==> src/rtl/nes_pkg.sv <==
// Shared NES pad definitions: reader state encoding, button bit layout and
// the pad's serial read order. Used by the serial-to-parallel reader and by
// the parallel-to-serial pad emulators.
package nes_pkg;

    // Reader transaction states
    typedef enum logic [2:0] {
        ST_IDLE    = 3'd0,
        ST_LATCH   = 3'd1,
        ST_WAIT0   = 3'd2,
        ST_CLK_LO  = 3'd3,
        ST_CLK_HI  = 3'd4,
        ST_LAST_LO = 3'd5,
        ST_DONE    = 3'd6
    } nes_rd_state_t;

    // Bit positions in the active-high parallel button word
    localparam int unsigned BTN_UP     = 0;
    localparam int unsigned BTN_DOWN   = 1;
    localparam int unsigned BTN_LEFT   = 2;
    localparam int unsigned BTN_RIGHT  = 3;
    localparam int unsigned BTN_START  = 4;
    localparam int unsigned BTN_SELECT = 5;
    localparam int unsigned BTN_A      = 6;
    localparam int unsigned BTN_B      = 7;

    localparam int unsigned NES_BITS = 8;

    // READ_MAP[k] is the button bit carried by the k-th serial bit (A first)
    localparam logic [NES_BITS-1:0][2:0] READ_MAP = {
        3'(BTN_RIGHT), 3'(BTN_LEFT),  3'(BTN_DOWN), 3'(BTN_UP),
        3'(BTN_START), 3'(BTN_SELECT), 3'(BTN_B),   3'(BTN_A)
    };

    // Raw serial samples (index = read order, 0 = pressed) to button word
    function automatic logic [NES_BITS-1:0] nes_remap(input logic [NES_BITS-1:0] raw);
        logic [NES_BITS-1:0] btn;
        btn = '0;
        for (int k = 0; k < int'(NES_BITS); k++) begin
            btn[READ_MAP[k]] = ~raw[k];
        end
        return btn;
    endfunction

    // Button word to serial order (index = read order, 0 = pressed)
    function automatic logic [NES_BITS-1:0] nes_serial_order(input logic [NES_BITS-1:0] btn);
        logic [NES_BITS-1:0] raw;
        raw = '1;
        for (int k = 0; k < int'(NES_BITS); k++) begin
            raw[k] = ~btn[READ_MAP[k]];
        end
        return raw;
    endfunction

    // Largest of three cycle parameters, used to size shared counters
    function automatic int unsigned nes_max3(input int unsigned a,
                                             input int unsigned b,
                                             input int unsigned c);
        int unsigned m;
        m = (a > b) ? a : b;
        return (m > c) ? m : c;
    endfunction

endpackage

==> src/rtl/sync2.sv <==
// Generic two-flop synchronizer with a configurable asynchronous reset value.
module sync2 #(
    parameter logic RST_VAL = 1'b1
) (
    input  logic clk,
    input  logic reset,
    input  logic d_i,
    output logic q_o
);

    logic meta_q;
    logic sync_q;

    // Two-stage resynchronization into the clk domain
    always_ff @(posedge clk or posedge reset) begin
        if (reset) begin
            meta_q <= RST_VAL;
            sync_q <= RST_VAL;
        end else begin
            meta_q <= d_i;
            sync_q <= meta_q;
        end
    end

    assign q_o = sync_q;

endmodule

==> src/rtl/nes_ser_to_para.sv <==
// Console-side NES pad reader: drives latch/clock to the pad, shifts in the
// eight serial bits and publishes them as an active-high button word.
module nes_ser_to_para
    import nes_pkg::*;
#(
    parameter int unsigned LATCH_CYC = 144,
    parameter int unsigned HALF_CYC  = 72,
    parameter int unsigned POLL_CYC  = 200000
) (
    input  logic       clk,
    input  logic       reset,
    input  logic       poll_en,
    input  logic       poll_now,
    input  logic       NES_Data,
    output logic       NES_Latch,
    output logic       NES_Clock,
    output logic [7:0] buttons,
    output logic       valid,
    output logic       busy
);

    localparam int unsigned CNT_W = $clog2(nes_max3(LATCH_CYC, HALF_CYC, POLL_CYC) + 1);

    nes_rd_state_t      state_q;
    logic [CNT_W-1:0]   cnt_q;
    logic [CNT_W-1:0]   timer_q;
    logic [CNT_W-1:0]   timer_d;
    logic [2:0]         bit_q;
    logic [7:0]         shreg_q;
    logic [7:0]         buttons_q;
    logic               latch_q;
    logic               nclk_q;
    logic               valid_q;
    logic               busy_q;

    logic               data_s;
    logic               timer_expired_c;
    logic               start_c;
    logic               latch_done_c;
    logic               half_done_c;

    // Pad data is asynchronous to clk; idle/released level is 1
    sync2 #(
        .RST_VAL (1'b1)
    ) u_data_sync (
        .clk   (clk),
        .reset (reset),
        .d_i   (NES_Data),
        .q_o   (data_s)
    );

    // The reload cycle is the first tick of the period, so the timer counts
    // as expired one count early to space timed polls exactly POLL_CYC apart
    assign timer_expired_c = (timer_q <= CNT_W'(1));
    assign start_c         = (state_q == ST_IDLE) && (poll_now || (poll_en && timer_expired_c));
    assign latch_done_c    = (cnt_q == CNT_W'(LATCH_CYC - 1));
    assign half_done_c     = (cnt_q == CNT_W'(HALF_CYC - 1));

    // Poll timer: reload on LATCH entry, otherwise count down and stick at 0
    always_comb begin
        timer_d = timer_q;
        if (start_c) begin
            timer_d = CNT_W'(POLL_CYC);
        end else if (timer_q != '0) begin
            timer_d = timer_q - CNT_W'(1);
        end
    end

    // Poll timer register
    always_ff @(posedge clk or posedge reset) begin
        if (reset) begin
            timer_q <= '0;
        end else begin
            timer_q <= timer_d;
        end
    end

    // Read-transaction FSM with registered pad strobes and result outputs
    always_ff @(posedge clk or posedge reset) begin
        if (reset) begin
            state_q   <= ST_IDLE;
            cnt_q     <= '0;
            bit_q     <= 3'd0;
            shreg_q   <= 8'h00;
            buttons_q <= 8'h00;
            latch_q   <= 1'b0;
            nclk_q    <= 1'b1;
            valid_q   <= 1'b0;
            busy_q    <= 1'b0;
        end else begin
            case (state_q)
                ST_IDLE: begin
                    if (start_c) begin
                        state_q <= ST_LATCH;
                        cnt_q   <= '0;
                        latch_q <= 1'b1;
                        busy_q  <= 1'b1;
                    end
                end
                ST_LATCH: begin
                    if (latch_done_c) begin
                        state_q <= ST_WAIT0;
                        cnt_q   <= '0;
                        latch_q <= 1'b0;
                    end else begin
                        cnt_q <= cnt_q + CNT_W'(1);
                    end
                end
                ST_WAIT0: begin
                    // Pad presents A as soon as the latch drops
                    if (half_done_c) begin
                        state_q    <= ST_CLK_LO;
                        cnt_q      <= '0;
                        shreg_q[0] <= data_s;
                        bit_q      <= 3'd1;
                        nclk_q     <= 1'b0;
                    end else begin
                        cnt_q <= cnt_q + CNT_W'(1);
                    end
                end
                ST_CLK_LO: begin
                    if (half_done_c) begin
                        state_q <= ST_CLK_HI;
                        cnt_q   <= '0;
                        nclk_q  <= 1'b1;
                    end else begin
                        cnt_q <= cnt_q + CNT_W'(1);
                    end
                end
                ST_CLK_HI: begin
                    // Sample late in the high phase, well after the pad shifted
                    if (half_done_c) begin
                        cnt_q          <= '0;
                        shreg_q[bit_q] <= data_s;
                        nclk_q         <= 1'b0;
                        if (bit_q == 3'd7) begin
                            state_q <= ST_LAST_LO;
                        end else begin
                            state_q <= ST_CLK_LO;
                            bit_q   <= 3'(bit_q + 3'd1);
                        end
                    end else begin
                        cnt_q <= cnt_q + CNT_W'(1);
                    end
                end
                ST_LAST_LO: begin
                    // Eighth pulse returns the pad shift chain to its rest point
                    if (half_done_c) begin
                        state_q   <= ST_DONE;
                        cnt_q     <= '0;
                        nclk_q    <= 1'b1;
                        buttons_q <= nes_remap(shreg_q);
                        valid_q   <= 1'b1;
                    end else begin
                        cnt_q <= cnt_q + CNT_W'(1);
                    end
                end
                ST_DONE: begin
                    state_q <= ST_IDLE;
                    cnt_q   <= '0;
                    bit_q   <= 3'd0;
                    valid_q <= 1'b0;
                    busy_q  <= 1'b0;
                end
                default: begin
                    state_q <= ST_IDLE;
                    cnt_q   <= '0;
                    bit_q   <= 3'd0;
                    latch_q <= 1'b0;
                    nclk_q  <= 1'b1;
                    valid_q <= 1'b0;
                    busy_q  <= 1'b0;
                end
            endcase
        end
    end

    assign NES_Latch = latch_q;
    assign NES_Clock = nclk_q;
    assign buttons   = buttons_q;
    assign valid     = valid_q;
    assign busy      = busy_q;

endmodule
==> config.mk <==
export PLATFORM = sky130hd
export DESIGN_NAME = nes_ser_to_para
export DESIGN_NICKNAME = d
export VERILOG_FILES = /design/src/rtl/nes_pkg.sv /design/src/rtl/sync2.sv /design/src/rtl/nes_ser_to_para.sv
export SDC_FILE = /design/constraint.sdc
export NUM_CORES = 1
export LEC_CHECK = 0
export CAP_MARGIN = 20
export CORE_MARGIN = 2
export CORE_UTILIZATION = 60
export DETAILED_ROUTE_END_ITERATION = 12
export PLACE_DENSITY = 0.76
export SYNTH_ARGS = -nofsm -noshare
export SYNTH_HDL_FRONTEND = slang
export SYNTH_HIERARCHICAL = 1
export SYNTH_SLANG_ARGS = --single-unit
==> constraint.sdc <==
create_clock -name clk -period 2.4 [get_ports clk]
set_clock_uncertainty 0.2 [all_clocks]
set_input_delay 0.48 -clock clk [delete_from_list [all_inputs] [get_ports clk]]
set_output_delay 0.48 -clock clk [all_outputs]
set_load 0.01 [all_outputs]
==> results of run 1 <==
[cells in the mapped netlist, types with 6 or more instances]
| cell | instances |
|---|---|
| nand3_1 | 15 |
| dfrtp_1 | 61 |
| ha_1 | 6 |
| nor3_1 | 7 |
| a21oi_1 | 16 |
| buf_2 | 6 |
| nand2_1 | 31 |
| nand4_1 | 13 |
| or3_1 | 13 |
| xor2_1 | 11 |
| o21ai_0 | 7 |
| o21ai_1 | 20 |
| nor2_1 | 30 |
| mux2_1 | 8 |
| inv_1 | 16 |
[final timing paths]
path	startpoint	endpoint	depth (start not counted)
min in group asynchronous	reset	u_data_sync/q_o	2
max	cnt_q[15]	cnt_q[13]	5
max in group asynchronous	reset	NES_Clock	3
max reg2reg	cnt_q[15]	cnt_q[13]	5
min	u_data_sync/meta_q	u_data_sync/q_o	0
min reg2reg	u_data_sync/meta_q	u_data_sync/q_o	0
[power groups by stage]
stage               Clock [W]  Combinational (W)  Sequential (W)
floorplan                   0           0.000268         0.00130
global placement            0           0.000334         0.00132
detailed placement          0           0.000340         0.00133
CTS                   0.00106           0.000345         0.00131
global route          0.00111           0.000391         0.00134
finish                0.00104           0.000345         0.00132
[per-layer routing]
layer / GRT usage (%) / vias up / wire length (um)
li1: - / 1351 / -
met1: 32.0 / 1340 / 3290
met2: 39.8 / 55 / 3320
met3: 6.11 / 9 / 253
met4: 8.62 / 0 / 89
met5: 0 / - / 0
[per-stage QoR]
step	total power, W	area, um^2	utilization, %	hold WS (ns)
after floorplan	0.00157	3430	-	0.145
after global placement	0.00166	3800	69.1	0.146
after detailed placement	0.00167	3800	69.1	0.156
after CTS	0.00272	4030	73.1	0.162
after global routing	0.00283	4040	73.4	0.159
final	0.00270	4040	73.4	0.161
[registers in the layout, summed over array words and instances, names as in the netlist]
name / cells
cnt_q: 18
NES_Latch: 1
shreg_q: 8
u_data_sync/q_o: 1
busy: 1
valid: 1
timer_q: 18
buttons: 8
u_data_sync/meta_q: 1
state_q: 3
bit_q: 3
NES_Clock: 1
[worst max-delay path: cells and delay by family (launching register included)]
kind	cells	cell delay, ns
AO/OA/AOI/OAI	2	0.71
AND/OR/NAND/NOR	3	0.76
flip-flops	1	0.42
[final cells by class]
cell class / count / share of cell area (%)
clock buffers: 13 / 3.93
multi-input cells: 258 / 42.7
repair buffers: 38 / 8.36
well taps: 72 / 2.23
clock inverters: 3 / 1.61
inverters: 16 / 1.49
flip-flops and latches: 64 / 39.7
[what timing repair did]
action,4_1_cts,5_1_grt
hold buffers,0,0
endpoints found under the setup margin,0,18
gates resized for setup,0,3
[cell families after synthesis]
family,Yosys count
buffers and inverters,27
AO/OA/AOI/OAI,78
AND/OR/NAND/NOR,151
multiplexers,9
adder cells (fa/ha/maj),7
flip-flops,64
XOR/XNOR,13
==> flow_summary.toml, run 1 <==
[worst_setup_path]
cp_data_arrival_time_ns = 2.24
ff2ff_setup_slack_ns = 0.18
critPathRequiredTime_ns = 2.42
max_stage_delay_ns = 0.46
crit_type = "reg -> reg"
cp_max_fo = 11
cp-start-kind = "flop"
cp-end-kind = "flop"
cp_slowest_cell = "a311o_1"
crit_path_cell_trace = "nor4_2 > nand4_2 > a311o_1 > and3_1 > a221o_1"

[yosys]
yosysSeqAreaShare_pct = 46.8
yosysTopAreaCell = "dfrtp_1"
synth.distinct_cells = 56
avgSynthCellArea_um2 = 9.82
synth_simple_gate_area_share_pct = 26.2
post-synth-top-area-fraction_pct = 44.5
postSynthCellCount = 349
synth_warnings = 6
synth_edf_count = 0
async_flop_share_pct = 100
synth_xor_area_share_pct = 3.32
syn-cell-area_um2 = 3430
synth-adder-area-share_pct = 2.48
synth.area.top_cells = "dfrtp_1 (45%), nand2_1 (3.4%), nor2_1 (3.3%)"
syn_nets = 360
synth_top_family_by_area = "simple AND/OR/NAND/NOR gates"
ys_seq_elements = 64
synth-compound-area-share_pct = 15.0
ys.flop_type = "dfrtp_1"
synthMuxAreaShare_pct = 2.92

[floorplan]
num_io_pins = 17
die-area_um2 = 6330
start_util_pct = 62.3
fp.dieW_um = 79.6
core_area_um2 = 5510
die_y_um = 79.6
rows = 27

[timing]
final_max_slew_viol_count = 0
relSlewSlack_pct = 64.1
period_needed_ns = 2.22
fmax_ghz = 0.450
fin_crit_sh_pct = 92.5
setup_slack_ns = 0.179
setup_tns_ns = 0
rsz0062_at_grt = "false"
final-setup-viol-count = 0
worst_slew_pin_slew_ns = 0.533
final-hold-violation-count = 0

[cts]
clockRootBuffer = "clkbuf_8"
cts_setup_buffers = 0
clockBufferDepth = 2
cts_htree_levels = 3
clkLatencyLatePin_ns = 0.34
tritoncts = "yes"
clkSinkCount = 64
clkSlewWorstSetupHoldPaths_ns = 0.07
cts-buffers-inserted = 9

[final_layout]
fin_cells = 464
mostFrequentLayoutCell = "dfrtp_1"
seqCellArea_um2 = 1610
multi_input_area_um2 = 1720
final_cell_mix = "dfrtp_1 (61), nand2_1 (31), nor2_1 (29), buf_4 (21), o21ai_1 (20)"
areaGrowthSynthToFinish_pct = 17.9
insertedDiodeCount = 0
drive_above_1_share_pct = 16.6
n_fill_cell = 402
fin_nets = 398

[global_routing]
antenna_found_initial = 0
grt_usage_pct = 24.5
overflow = 0
grt_pass1_wl_um = 12000
grt_pass1_vias = 2660
grt_max_degree = 63

[pwr]
clkPwrFrac_pct = 38.4
pwr-share-comb_pct = 12.8
seq_power_share_pct = 48.9
leakagePower_nw = 1.73
peakVddDrop_mv = 0.487
internal_power_w = 0.00197
switching_share_pct = 26.9
powerDensity_nw_per_um2 = 669
p_sw_w = 0.000728

[placement]
portBuffers = 16
dpl_worst_slack_ns = 0.103
dp.cells = 448
dp_hpwl_um = 4950
gp_congestion = 0.868

[outcome]
status = "completed"

[drt]
viasPerCell = 5.94
dr_total_vias = 2755
first_pass_iters = 5
drtIter0Drc = 131
drc = 0
final_antenna_net_count = 0
wirelength_um = 6950
routedWlPerCell_um = 15.0

[worst_hold_path]
hold_path_class = "reg -> reg"

[job]
maxCapViolCount = 0
Power figures use the tool's default switching activity.
==> inputs of run 2 (changes only) <==
==> constraint.sdc (replaced) <==
create_clock -name clk -period 2.8 [get_ports clk]
set_clock_uncertainty 0.2 [all_clocks]
set_input_delay 0.56 -clock clk [delete_from_list [all_inputs] [get_ports clk]]
set_output_delay 0.56 -clock clk [all_outputs]
set_load 0.01 [all_outputs]
==> run 2 against run 1 <==
Non-clock buffer count shrank 9. Maximum frequency shrank 10%. Via count shrank 3.4%. Power shrank 15%. Global-route usage shrank 0.54 points. Worst setup slack gained 0.14 ns. Routed wire length shrank 3.5%. Highest routed layer unchanged. Combinational power shrank 14%. Sequential power shrank 15%.
==> flow_summary.toml, run 2 (synthesis results as in run 1) <==
[cts]
postCtsHoldBufs = 0
clockBufferDepth = 2
tritoncts = "yes"
clkSlewWorstSetupHoldPaths_ns = 0.07
cts_resized = 0
clkLatencyLatePin_ns = 0.34
cts-buffers-inserted = 9
clockRootBuffer = "clkbuf_8"
clkSinkCount = 64
cts_htree_levels = 3
cts_setup_buffers = 0

[floorplan]
die-area_um2 = 6330
rows = 27
start_util_pct = 62.3
die_y_um = 79.6
core_area_um2 = 5510
fp.dieW_um = 79.6
num_io_pins = 17

[final_layout]
utilization_pct = 71.7
mostFrequentLayoutCell = "dfrtp_1"
final_cell_mix = "dfrtp_1 (61), nand2_1 (31), nor2_1 (30), o21ai_1 (20)"
top_regs = "cnt_q (18), timer_q (18)"
areaGrowthSynthToFinish_pct = 15.2
drive_above_1_share_pct = 13.6
fin_nets = 389
insertedDiodeCount = 0

[timing]
setup_slack_ns = 0.323
fin_crit_sh_pct = 88.5
setup_tns_ns = 0
period_needed_ns = 2.48
final_max_slew_viol_count = 0
relSlewSlack_pct = 59.9
whs_ns = 0.157
rsz0062_at_grt = "false"
worst_slew_pin_slew_ns = 0.601
final-hold-violation-count = 0
final-setup-viol-count = 0
fmax_ghz = 0.404

[global_routing]
overflow = 0
antenna_found_initial = 0
grt_usage_pct = 24.0
grt_pass1_wl_um = 11800
grt_max_degree = 39
grt_pass1_vias = 2523

[worst_setup_path]
cp_max_fo = 14
crit_path_cell_trace = "nor4_1 > and4_4 > a211oi_2 > buf_4 > or4_4 > a21oi_2"
max_stage_delay_ns = 0.53
crit_path_start = "timer_q[3]"
cp-end-kind = "flop"
critPathRequiredTime_ns = 2.88
cp_slowest_cell = "nor4_1"
endpoint = "cnt_q[9]"
cp-start-kind = "flop"
reg2reg_from = "timer_q[3]"
ff2ff_setup_slack_ns = 0.32
r2r-end = "cnt_q[9]"
cp_data_arrival_time_ns = 2.55
reg2regPathDepth = 6
crit_type = "reg -> reg"

[outcome]
status = "completed"

[pwr]
leakagePower_nw = 1.68
peakVddDrop_mv = 0.356
powerDensity_nw_per_um2 = 580
finalPower_w = 0.00229

[placement]
dpl_worst_slack_ns = 0.404
dp_hpwl_um = 4790
gp_congestion = 0.884
portBuffers = 16

[drt]
dr_total_vias = 2660
drtIter0Drc = 186
wirelength_um = 6710
final_antenna_net_count = 0
drc = 0
viasPerCell = 5.85
first_pass_iters = 4
routedWlPerCell_um = 14.7

[worst_hold_path]
hold_start = "u_data_sync/meta_q"
hold_path_class = "reg -> reg"
min_path_cells = 0

[job]
maxCapViolCount = 0
-- run 2: cell count changes in the layout (fill, tap and decap cells not counted) --
cell	previous run	this run
nor4_1	3	4
buf_4	21	12
clkbuf_1	2	3
nor2_1	29	30
or3_4	1	0
nor2_2	2	1
nor4_2	5	4
or3_1	12	13
clkbuf_8	11	10
-- run 2: routing by layer --
layer / global-route usage (%) / share of wire, % / up-vias
met3: 4.07 / 4.3 / 9
met5: 0 / 0 / -
met1: 34.4 / 48 / 1265
li1: - / - / 1328
met4: 11.0 / 1.6 / 0
met2: 35.7 / 46 / 58
-- run 2: power breakdown --
part | internal, W | switching (W) | leakage [nW]
clock | 0.000526 | 0.000345 | 0.108
sequential | 0.00101 | 0.000112 | 0.782
combinational | 0.000125 | 0.000170 | 0.788
-- run 2: cell type report --
| type | instances | area (um^2) |
|---|---|---|
| fillers | 382 | 1560 |
| multi-input cells | 258 | 1710 |
| flip-flops and latches | 64 | 1610 |
| repair buffers | 29 | 270 |
| inverters | 16 | 60.1 |
| clock inverters | 3 | 65.1 |
| well taps | 72 | 90.1 |
| clock buffers | 13 | 149 |
-- run 2: per-stage QoR --
stage / cell area, um^2 / std cells
floorplan: 3430 / 349
global placement: 3740 / 439
detailed placement: 3740 / 439
CTS: 3950 / 455
global route: 3950 / 455
finish: 3950 / 455
-- run 2: worst min-delay path by stage --
| stage | endpoint |
|---|---|
| after floorplan | u_data_sync/q_o |
| after global placement | u_data_sync/q_o |
| after detailed placement | u_data_sync/q_o |
| after CTS | u_data_sync/q_o |
| after global routing | u_data_sync/q_o |
| final | u_data_sync/q_o |
-- run 2: worst max-delay path: cells and delay by family, from the launching register on --
| kind | cells | cell delay [ns] |
|---|---|---|
| AOI/OAI and AO/OA | 2 | 0.20 |
| and+or+nand+nor | 3 | 1.39 |
| buffers and inverters | 1 | 0.18 |
| DFF | 1 | 0.43 |
